==> src/rtl/lc3_seq_control.sv <==
// LC-3 instruction-sequence control: Moore FSM driving datapath loads, gates, mux selects and
// SRAM strobes, with a shared read/write sub-sequence whose wait length is parameterised.
module lc3_seq_control #(
  parameter int unsigned READ_WAIT  = 2,
  parameter int unsigned WRITE_WAIT = 2
) (
  input  logic       Clk,
  input  logic       Reset,
  input  logic       Run,
  input  logic       Continue,
  input  logic [3:0] Opcode,
  input  logic       IR_5,
  input  logic       IR_11,
  input  logic       BEN,
  output logic       LD_MAR,
  output logic       LD_MDR,
  output logic       LD_IR,
  output logic       LD_BEN,
  output logic       LD_CC,
  output logic       LD_REG,
  output logic       LD_PC,
  output logic       LD_LED,
  output logic       GatePC,
  output logic       GateMDR,
  output logic       GateALU,
  output logic       GateMARMUX,
  output logic [1:0] PCMUX,
  output logic [1:0] DRMUX,
  output logic [1:0] SR1MUX,
  output logic       SR2MUX,
  output logic       ADDR1MUX,
  output logic [1:0] ADDR2MUX,
  output logic       MARMUX,
  output logic [1:0] ALUK,
  output logic       Mem_CE,
  output logic       Mem_UB,
  output logic       Mem_LB,
  output logic       Mem_OE,
  output logic       Mem_WE
);

  typedef enum logic [4:0] {
    StHalted, StFetch, StMrd, StMwr, StFetchIr, StDecode,
    StAdd, StAnd, StNot, StBr, StBrTake, StJmp, StJsr, StJsrPc, StJsrrPc, StLea,
    StLd, StLdr, StLdi, StIndMar, StLoadWb, StSt, StStr, StSti, StStiMar, StStData,
    StTrap, StTrapMar, StTrapPc, StPause1, StPause2
  } state_e;

  localparam logic [3:0] RdLoad = 4'(READ_WAIT - 1);
  localparam logic [3:0] WrLoad = 4'(WRITE_WAIT - 1);

  state_e     state_q, ret_q;
  logic [3:0] wcnt_q;

  // ret_q and wcnt_q are loaded only on the transition into MRD/MWR.
  always_ff @(posedge Clk or posedge Reset) begin
    if (Reset) begin
      state_q <= StHalted;
      ret_q   <= StFetch;
      wcnt_q  <= '0;
    end else begin
      unique case (state_q)
        StHalted:  if (Run) state_q <= StFetch;
        StFetch:   begin ret_q <= StFetchIr; wcnt_q <= RdLoad; state_q <= StMrd; end
        StMrd:     if (wcnt_q == 4'd0) state_q <= ret_q; else wcnt_q <= wcnt_q - 4'd1;
        StMwr:     if (wcnt_q == 4'd0) state_q <= StFetch; else wcnt_q <= wcnt_q - 4'd1;
        StFetchIr: state_q <= StDecode;
        StDecode: begin
          unique case (Opcode)
            4'b0000: state_q <= StBr;
            4'b0001: state_q <= StAdd;
            4'b0010: state_q <= StLd;
            4'b0011: state_q <= StSt;
            4'b0100: state_q <= StJsr;
            4'b0101: state_q <= StAnd;
            4'b0110: state_q <= StLdr;
            4'b0111: state_q <= StStr;
            4'b1000: state_q <= StPause1;
            4'b1001: state_q <= StNot;
            4'b1010: state_q <= StLdi;
            4'b1011: state_q <= StSti;
            4'b1100: state_q <= StJmp;
            4'b1101: state_q <= StPause1;
            4'b1110: state_q <= StLea;
            4'b1111: state_q <= StTrap;
          endcase
        end
        StBr:      state_q <= BEN ? StBrTake : StFetch;
        StJsr:     state_q <= IR_11 ? StJsrPc : StJsrrPc;
        StLd, StLdr: begin ret_q <= StLoadWb; wcnt_q <= RdLoad; state_q <= StMrd; end
        StLdi:     begin ret_q <= StIndMar; wcnt_q <= RdLoad; state_q <= StMrd; end
        StIndMar:  begin ret_q <= StLoadWb; wcnt_q <= RdLoad; state_q <= StMrd; end
        StSt, StStr, StStiMar: state_q <= StStData;
        StSti:     begin ret_q <= StStiMar; wcnt_q <= RdLoad; state_q <= StMrd; end
        StStData:  begin wcnt_q <= WrLoad; state_q <= StMwr; end
        StTrap:    state_q <= StTrapMar;
        StTrapMar: begin ret_q <= StTrapPc; wcnt_q <= RdLoad; state_q <= StMrd; end
        StPause1:  if (Continue) state_q <= StPause2;
        StPause2:  if (!Continue) state_q <= StFetch;
        StAdd, StAnd, StNot, StBrTake, StJmp, StJsrPc, StJsrrPc, StLea, StLoadWb, StTrapPc:
          state_q <= StFetch;
        default:   state_q <= StHalted;
      endcase
    end
  end

  assign Mem_CE = 1'b0;
  assign Mem_UB = 1'b0;
  assign Mem_LB = 1'b0;

  always_comb begin
    LD_MAR = 1'b0; LD_MDR = 1'b0; LD_IR = 1'b0; LD_BEN = 1'b0;
    LD_CC = 1'b0; LD_REG = 1'b0; LD_PC = 1'b0; LD_LED = 1'b0;
    GatePC = 1'b0; GateMDR = 1'b0; GateALU = 1'b0; GateMARMUX = 1'b0;
    PCMUX = 2'b00; DRMUX = 2'b00; SR1MUX = 2'b00; SR2MUX = 1'b0;
    ADDR1MUX = 1'b0; ADDR2MUX = 2'b00; MARMUX = 1'b0; ALUK = 2'b00;
    Mem_OE = 1'b1; Mem_WE = 1'b1;
    unique case (state_q)
      StFetch:   begin GatePC = 1'b1; LD_MAR = 1'b1; LD_PC = 1'b1; end
      StMrd:     begin Mem_OE = 1'b0; LD_MDR = (wcnt_q == 4'd0); end
      StMwr:     begin Mem_WE = 1'b0; GateMDR = 1'b1; end
      StFetchIr: begin GateMDR = 1'b1; LD_IR = 1'b1; end
      StDecode:  LD_BEN = 1'b1;
      StAdd, StAnd, StNot: begin
        GateALU = 1'b1; LD_REG = 1'b1; LD_CC = 1'b1; SR1MUX = 2'b01; SR2MUX = ~IR_5;
        ALUK = (state_q == StAnd) ? 2'b01 : (state_q == StNot) ? 2'b10 : 2'b00;
      end
      StBrTake: begin LD_PC = 1'b1; PCMUX = 2'b01; ADDR1MUX = 1'b1; ADDR2MUX = 2'b01; end
      StJmp: begin SR1MUX = 2'b01; ALUK = 2'b11; GateALU = 1'b1; PCMUX = 2'b10; LD_PC = 1'b1; end
      StJsr, StTrap: begin GatePC = 1'b1; LD_REG = 1'b1; DRMUX = 2'b10; end
      StJsrPc: begin LD_PC = 1'b1; PCMUX = 2'b01; ADDR1MUX = 1'b1; ADDR2MUX = 2'b00; end
      StJsrrPc: begin
        ADDR2MUX = 2'b11; SR1MUX = 2'b01; PCMUX = 2'b01; LD_PC = 1'b1;
      end
      StLea: begin
        GateMARMUX = 1'b1; MARMUX = 1'b1; ADDR1MUX = 1'b1; ADDR2MUX = 2'b01;
        LD_REG = 1'b1; LD_CC = 1'b1;
      end
      StLd, StLdi, StSt, StSti: begin
        LD_MAR = 1'b1; GateMARMUX = 1'b1; MARMUX = 1'b1; ADDR1MUX = 1'b1; ADDR2MUX = 2'b01;
      end
      StLdr, StStr: begin
        LD_MAR = 1'b1; GateMARMUX = 1'b1; MARMUX = 1'b1; ADDR2MUX = 2'b10; SR1MUX = 2'b01;
      end
      StIndMar, StStiMar: begin GateMDR = 1'b1; LD_MAR = 1'b1; end
      StLoadWb: begin GateMDR = 1'b1; LD_REG = 1'b1; LD_CC = 1'b1; end
      StStData: begin ALUK = 2'b11; GateALU = 1'b1; LD_MDR = 1'b1; end
      StTrapMar: begin GateMARMUX = 1'b1; LD_MAR = 1'b1; end
      StTrapPc: begin GateMDR = 1'b1; PCMUX = 2'b10; LD_PC = 1'b1; end
      StPause1, StPause2: LD_LED = 1'b1;
      default: ;
    endcase
  end

endmodule

==> config.mk <==
export PLATFORM = sky130hd
export DESIGN_NAME = lc3_seq_control
export DESIGN_NICKNAME = d
export VERILOG_FILES = /design/src/rtl/lc3_seq_control.sv
export SDC_FILE = /design/constraint.sdc
export NUM_CORES = 1
export LEC_CHECK = 0
export ABC_AREA = 1
export ABC_CLOCK_PERIOD_IN_PS = 1560
export BUFFER_PORTS_ARGS = -buffer_cell sky130_fd_sc_hd__buf_2
export CAP_MARGIN = 20
export CORE_MARGIN = 5
export CORE_UTILIZATION = 30
export DETAILED_ROUTE_END_ITERATION = 6
export GPL_TIMING_DRIVEN = 0
export PLACE_DENSITY_LB_ADDON = 0.08
export SETUP_SLACK_MARGIN = 0.3
export SYNTH_ARGS = -nofsm -noshare
export SYNTH_HDL_FRONTEND = slang
export SYNTH_SLANG_ARGS = --single-unit
==> constraint.sdc <==
create_clock -name Clk -period 1.56 [get_ports Clk]
set_clock_uncertainty 0.15 [all_clocks]
set_input_delay 0.312 -clock Clk [delete_from_list [all_inputs] [get_ports Clk]]
set_output_delay 0.312 -clock Clk [all_outputs]
set_load 0.05 [all_outputs]
; After elaboration in Yosys (flattened, before gate mapping)
; Memory sizes are Yosys's and may differ from the RTL's.
; Index checks and enable logic that the tools add are counted.
[op_classes]
reduce_logical = 31
n_mux = 35
n_bitwise = 1
n_eq_ne = 36
n_addsub = 1
[ops]
columns = op, n
row1 = == test 5 bit (second input constant), 15
row2 = one-hot mux 5 bit (14 select lines), 1
row3 = == test 5 x 4 -> 1 bit (second input constant), 8
row4 = OR reduction 7 bit, 5
row5 = two-way mux 5 bit, 5
row6 = one-hot mux 5 bit (5 select lines), 1
row7 = == test 5 x 3 -> 1 bit (second input constant), 4
row8 = OR reduction 10 bit, 2
row9 = OR reduction 6 bit, 3
row10 = two-way mux 1 bit, 17
row11 = OR reduction 8 bit, 2
row12 = OR reduction 3 bit, 5
row13 = != test 2 bit (second input constant), 6
row14 = OR reduction 2 bit, 6
row15 = == test 5 x 2 -> 1 bit (second input constant), 2
row16 = OR reduction 5 bit, 2
row17 = two-way mux 2 bit, 4
row18 = two-way mux 4 bit, 2
row19 = one-hot mux 2 bit (2 select lines), 2
row20 = one-hot mux 4 bit (2 select lines), 1
row21 = one-hot mux 2 bit (3 select lines), 1
row22 = == test 5 x 1 -> 1 bit (second input constant), 1
row23 = logical NOT 5 bit, 1
row24 = AND reduction 5 bit, 1
row25 = other kinds (7), 7
[word_totals]
output_inout_bits = 30
n_memories = 1
romBits = 80
in_bits = 11
elab_cells = 108
register_bits = 14
[mem_list]
columns = name, words, width, rd, rd_clocked_by_memory_dff, wr, line_no
row1 = (name not given), 16, 5, 1, 0, 0, 69  ; unique case (Opcode)

; Logic depth before layout (Yosys ltp)
; Gate-level depths: netlist of the first run.
[logic_depth]
ltp_word = 4
ltp_mapped = 12

; Worst setup path before layout of the first run
; Ideal clock, no wire load.
[synth_timing]
path_type = reg-to-output
from = register state_q[3]
to = output LD_MDR
n_path_buf = 0
arrival_time_ps = 2222
stages_incl_launch_ff = 4
path_slack_ps = -1124
cell_sequence = dfrtp_1 -> nor2_2 -> nand3_2 -> o21ai_0
[synth_via]
elab_chain_cells = 2
word_cells_on_any_way = 3
cone_classes = 2 x eq/ne / 1 x mux
[synth_rtl]
columns = item, line_no
row1 = from (decl), 52  ; state_e state_q, ret_q;
row2 = from (signal assigned), 58  ; state_q <= StHalted;
row3 = from (signal assigned), 63  ; StHalted: if (Run) state_q <= StFetch;
row4 = from (signal assigned), 64  ; StFetch: begin ret_q <= StFetchIr; wcnt_q <= RdLoad; state_q <= StMrd; end
row5 = == test 5 bit / == test 5 x 2 -> 1 bit (equally long branches), 118  ; unique case (state_q)
row6 = one-hot mux 1 bit (2 select lines) (*), 118
row7 = to (decl), 16  ; output logic LD_MDR,
; Every way passes the cells marked *; elsewhere a longest branch is shown, timed or not.

; Worst setup path in the final report of the first run
[layout_timing]
from = register state_q[1]
to = output LD_MAR
[layout_via]
elab_chain_cells = 3
word_cells_on_any_way = 12
cone_classes = 10 x eq/ne / 1 x mux / 1 x reduce/logical
[layout_rtl]
columns = item, line_no
row1 = == test 5 bit / == test 5 x 1 -> 1 bit (equally long branches), 118
row2 = OR reduction 10 bit (no source line) (*), -
row3 = two-way mux 1 bit (*), 118
row4 = to (decl), 15  ; output logic LD_MAR,
; Marked as above.

==> results.json, run 1 <==
{
  "finalPower_mw": 5.49,
  "worst_hold_slack_ps": -31.8,
  "cts_buffers": 3,
  "hold_viol": 13,
  "clockBufferDepth": 2,
  "port_buffers": 35,
  "syn-mean-instance-area_um2": 6.06,
  "r2r-start": "state_q[2]",
  "drt_first_pass_iters": 4,
  "status": "finished, violations left",
  "synth_top_area_share_pct": 21.2,
  "pre_cts_ws_ps": -582,
  "reg2reg_depth": 13,
  "setup_violations": 39,
  "grt_pass1_vias": 1944,
  "grt_max_degree": 15,
  "leakagePower_nw": 1.69,
  "antenna_found_initial": 0,
  "synth_commonest_cells": "nand2_1 (72), inv_1 (37), nand3_1 (32), nor2_1 (25), dfrtp_1 (13)",
  "yosys_most_used_dff": "dfrtp_1",
  "initial_utilization_pct": 30.4,
  "syn_area_mm2": 0.00153,
  "htreeDepth": 1,
  "synth.most_common_cell": "nand2_1",
  "cp.depth": 7,
  "gp_congestion": 0.819,
  "hpwl_um": 3940,
  "r2r-end": "state_q[1]",
  "dp.cells": 362,
  "diodes": 0,
  "synth-seq-cells": 14,
  "routedWlPerCell_um": 13.9,
  "timing.fmax_ghz": 0.455,
  "r2r_setup_slack_ps": -440,
  "die_x_um": 81.5,
  "ioPinCount": 41,
  "grt-ovfl-total": 0,
  "p_per_area_mw_per_mm2": 1750,
  "yosys_warnings": 0,
  "cts_tree": "built",
  "rsz0062_at_grt": "true",
  "fin_crit_ps": 2200,
  "synth_top_area_cell": "dfrtp_1",
  "clk-insertion-delay-late_ps": 240,
  "clockRootBuffer": "clkbuf_8",
  "nNetsFinal": 373,
  "worst_slew_pin_slew_ps": 587,
  "core_mm2": 0.00504,
  "max-slew-margin-rel_pct": 60.8,
  "syn_inst": 253,
  "via_count": 1999,
  "drive_gt1_share_pct": 62.3,
  "required_ps": 1100,
  "start_kind": "flip-flop",
  "critPathBufInv": 3,
  "cp_cell_sequence": "inv_4 > nor2_4 > buf_12 > nand3_1 > nand3_2 > or2_4 > buf_8",
  "synth_area_leaders": "dfrtp_1 (21%), nand2_1 (18%), nand3_1 (10%)",
  "crit_fanout": 5,
  "maxCapViolCount": 0,
  "clock_sinks": 14,
  "slowest_delay_ps": 490,
  "cpLargestDelayFamily": "simple AND/OR/NAND/NOR gates",
  "drv_slew": 0,
  "die_area_mm2": 0.00664,
  "ys_seq_area_share_pct": 22.9,
  "num_rows": 26,
  "grt_pass1_wl_um": 8980,
  "instances_no_fill": 425,
  "syn_to_final_growth_pct": 105,
  "first_iter_violations": 117,
  "track_usage_pct": 17.6,
  "drc_errors": 0,
  "viasPerCell": 4.70,
  "die_h_um": 81.5,
  "wl_um": 5900,
  "path_clk_slew_ps": 60,
  "synth_cell_types": 30,
  "hp-class": "input pin to asynchronous set/reset pin",
  "max-vdd-ir-drop_mv": 1.12,
  "crit_type": "flip-flop to output pin",
  "critPathSlowestCell": "dfrtp_2",
  "arrival_ps": 1740,
  "cp-end-kind": "output pin",
  "final.period_utilization_pct": 141,
  "synth_edf_count": 0,
  "async_flop_share_pct": 100,
  "failed_checks": "hold timing, setup timing",
  "ant_nets": 0,
  "layout_setup_ws_ps": -640
}
==> timing repair <==
| item | in CTS | in global routing |
|---|---|---|
| endpoints found under the hold margin | 13 | 0 |
| setup buffers | 36 | 23 |
| pin swaps | 27 | 27 |
| gates resized for setup | 112 | 48 |
| setup endpoints to repair | 39 | 39 |
==> routing by layer <==
metal	up-vias	global-route usage (%)	part of all wire (%)
met5	-	0	0
met4	0	7.94	4.1
met3	21	2.08	4.6
met2	59	31.7	52
met1	925	20.6	39
li1	994	-	-
==> area by class of cell <==
| type | count | area (um2) |
|---|---|---|
| well taps | 70 | 87.6 |
| repair buffers | 94 | 945 |
| fillers | 422 | 1900 |
| clock buffers | 4 | 55.1 |
| plain buffers | 8 | 81.3 |
| multi-input cells | 193 | 1430 |
| flip-flops and latches | 14 | 358 |
| inverters | 42 | 181 |
==> layout by cell type (no fill, tap or decap), types with 4 or more instances in the layout <==
cell	netlist	final
buf_4	5	44
nand2_1	72	41
buf_6	0	25
inv_1	37	24
nand2_2	6	20
nand2_4	1	18
buf_8	0	18
nand3_1	32	16
nor2_4	4	15
nand3_2	2	12
nor2_1	25	12
inv_2	5	10
buf_2	2	10
dfrtp_1	13	8
nand3_4	0	6
o21ai_2	3	6
ha_1	6	6
inv_4	0	5
nor2_2	3	5
clkbuf_8	0	5
conb_1	1	5
dfrtp_2	0	5
a21oi_1	5	4
nand4_1	4	4
buf_12	0	4
==> through the flow <==
step | instance area, um2 | util, % | hold WS (ps) | TNS [ps]
6_report | 3140 | 62.3 | -31.8 | -17480
3_3_place_gp | 2060 | 40.8 | 244 | -11660
5_1_grt | 3140 | 62.3 | 21.4 | -20300
2_1_floorplan | 1800 | - | 50.2 | -4400
3_5_place_dp | 2060 | 40.8 | 242 | -12110
4_1_cts | 2800 | 55.6 | -20.9 | -15460
==> worst max path at each step <==
stage | from | slack, ps | end
final | state_q[1] | -640 | LD_MAR
after CTS | state_q[0] | -630 | LD_MAR
after detailed placement | state_q[0] | -580 | SR2MUX
after global routing | state_q[1] | -710 | SR1MUX[0]
after floorplan | state_q[1] | -320 | GateMARMUX
after global placement | state_q[0] | -590 | SR2MUX
==> kinds of logic after synthesis <==
logic type / count (synthesis) / share of synthesized area [%]
AND/OR/NAND/NOR: 156 / 47.4
adder cells (fa/ha/maj): 6 / 4.90
AO/OA/AOI/OAI: 24 / 9.71
other: 1 / 0.245
flip-flops: 14 / 22.9
buffers and inverters: 50 / 13.6
XOR/XNOR: 2 / 1.14
==> flip-flops by register name, indices dropped and copies added, names as in the netlist <==
| register | cells |
|---|---|
| ret_q | 5 |
| state_q | 5 |
| wcnt_q | 4 |
==> where the power goes <==
part / total (mW) / switching, mW / internal [mW]
Combinational: 4.50 / 2.53 / 1.97
Sequential: 0.635 / 0.148 / 0.487
Clock: 0.359 / 0.136 / 0.223
Total: 5.49 / 2.81 / 2.68
(Power assumes the default switching activity.)
==> run 2, diff against run 1 <==
--- a/config.mk
+++ b/config.mk
@@ -10,7 +10,7 @@
 export BUFFER_PORTS_ARGS = -buffer_cell sky130_fd_sc_hd__buf_2
 export CAP_MARGIN = 20
 export CORE_MARGIN = 5
-export CORE_UTILIZATION = 30
+export CORE_UTILIZATION = 48
 export DETAILED_ROUTE_END_ITERATION = 6
 export GPL_TIMING_DRIVEN = 0
 export PLACE_DENSITY_LB_ADDON = 0.08
==> constraint.sdc (replaced) <==
create_clock -name Clk -period 1.56 [get_ports Clk]
set_clock_uncertainty 0.15 [all_clocks]
set_input_delay 0.156 -clock Clk [delete_from_list [all_inputs] [get_ports Clk]]
set_output_delay 0.156 -clock Clk [all_outputs]
set_load 0.05 [all_outputs]
==> run 2 against run 1 <==
  * The run ends with setup timing left
  * Power decreased by 5.6%
  * Register-to-register slack got worse by 170 ps
  * Via count increased by 17%
  * Die area decreased by 33%
  * Clock-buffer cell count unchanged
  * First-iteration DRC count increased to 2.6 times the previous value
  * Worst hold slack improved by 310 ps
  * Critical path type unchanged
  * Largest power group unchanged
==> results.json, run 2 (same netlist as run 1, synthesis figures left out) <==
{
  "drv_slew": 0,
  "required_ps": 1250,
  "finalInstanceArea_mm2": 0.00283,
  "hpwl_um": 3460,
  "place_area_mm2": 0.00202,
  "track_usage_pct": 24.7,
  "max-vdd-ir-drop_mv": 1.68,
  "setup_violations": 39,
  "use_met1_pct": 28.9,
  "ant_nets": 0,
  "drive_gt1_share_pct": 57.2,
  "viasPerCell": 6.20,
  "die_x_um": 66.5,
  "hp-class": "input pin to flip-flop",
  "wl_um": 7870,
  "setup_tns_ps": -18720,
  "die_area_mm2": 0.00442,
  "clockBufferDepth": 2,
  "status": "finished, violations left",
  "path_clk_slew_ps": 100,
  "instances_no_fill": 378,
  "grt_busiest_layer": "met2",
  "syn_to_final_growth_pct": 84.4,
  "slowest_delay_ps": 480,
  "critPathSlowestCell": "dfrtp_2",
  "max-slew-margin-rel_pct": 62.9,
  "worst_slew_pin_slew_ps": 556,
  "first_iter_violations": 308,
  "maxCapViolCount": 0,
  "nFillCells": 117,
  "worst_hold_slack_ps": 274,
  "start_kind": "flip-flop",
  "final_cell_mix": "nand2_1 (40), buf_4 (32), inv_1 (24), buf_6 (21), nand2_4 (20)",
  "cts_buffers": 3,
  "p_per_area_mw_per_mm2": 1840,
  "dp.cells": 336,
  "core_mm2": 0.00305,
  "grt_max_degree": 15,
  "fin_crit_ps": 2310,
  "drc_errors": 0,
  "via_count": 2343,
  "die_h_um": 66.5,
  "crit_type": "flip-flop to output pin",
  "ioPinCount": 41,
  "initial_utilization_pct": 50.2,
  "top_regs": "ret_q x5, state_q x5, wcnt_q x4",
  "htreeDepth": 1,
  "crit_fanout": 6,
  "diodes": 0,
  "grt_pass1_vias": 1862,
  "timing.fmax_ghz": 0.433,
  "cts_tree": "built",
  "rsz0062_at_grt": "true",
  "hold_viol": 0,
  "num_rows": 20,
  "failed_checks": "setup timing",
  "antenna_found_initial": 0,
  "met3_usage_pct": 3.71,
  "final_common_cell": "nand2_1",
  "clock_sinks": 14,
  "grt_pass1_wl_um": 8420,
  "routedWlPerCell_um": 20.8,
  "port_buffers": 35,
  "grt-ovfl-total": 0,
  "clk-insertion-delay-late_ps": 290,
  "drt_first_pass_iters": 5,
  "nNetsFinal": 352,
  "arrival_ps": 2000,
  "layout_setup_ws_ps": -751,
  "cp_cell_sequence": "inv_2 > nor2_4 > buf_4 > nand3_1 > nand2_1 > inv_1 > nand4_1 > buf_6",
  "leakagePower_nw": 1.55,
  "finalPower_mw": 5.19,
  "gp_congestion": 0.935,
  "clockRootBuffer": "clkbuf_4",
  "final.period_utilization_pct": 148,
  "cp-end-kind": "output pin",
  "grt_use_met2_pct": 45.1
}
==> run 2: timing repair <==
item                       CTS  global route
hold buffers                 1             0
pin swaps                   13            14
hold endpoints to repair    13             0
buffers inserted            21            16
setup endpoints to repair   39            39
gates resized for setup     86            50
==> run 2: per-layer routing <==
layer / routed length (um) / up-vias
met5: 0 / -
met4: 821 / 0
met3: 811 / 85
met2: 3610 / 254
met1: 2630 / 1043
li1: - / 961
==> run 2: through the flow <==
| step | setup WS (ps) | util, % |
|---|---|---|
| 2_1_floorplan | -132 | - |
| 3_3_place_gp | -373 | 66.1 |
| 3_5_place_dp | -408 | 66.1 |
| 4_1_cts | -503 | 82.5 |
| 5_1_grt | -799 | 92.6 |
| 6_report | -751 | 92.6 |
==> run 2: report_power, final <==
group | switching [mW] | internal, mW
registers | 0.176 | 0.486
clock network | 0.132 | 0.142
logic | 2.63 | 1.62
total | 2.94 | 2.25
==> run 2: final cells by class <==
type	instances	area, um2	area share, %
Multi-Input combinational cell	193	1400	49.5
Timing Repair Buffer	73	714	25.3
Sequential cell	14	358	12.7
Inverter	42	181	6.42
Buffer	8	81.3	2.88
Tap cell	44	55.1	1.95
Clock buffer	4	36.3	1.28
==> run 2: final timing paths <==
path | start | to | slack, ps | depth (start not counted)
setup / recovery | state_q[3] | LD_PC | -750 | 8
hold / removal | IR_11 | state_q[0] | 270 | 7
setup reg to reg | state_q[1] | state_q[2] | -610 | 10
hold reg to reg | ret_q[0] | ret_q[0] | 350 | 2
max in group asynchronous | Reset | state_q[1] | 570 | 3
min in group asynchronous | Reset | ret_q[4] | 300 | 3
==> run 2: critical path: cells and delay by family (launching register included) <==
| family | cells | cell delay [ps] |
|---|---|---|
| buffers and inverters | 4 | 530 |
| AND/OR/NAND/NOR | 4 | 680 |
| flip-flops | 1 | 480 |
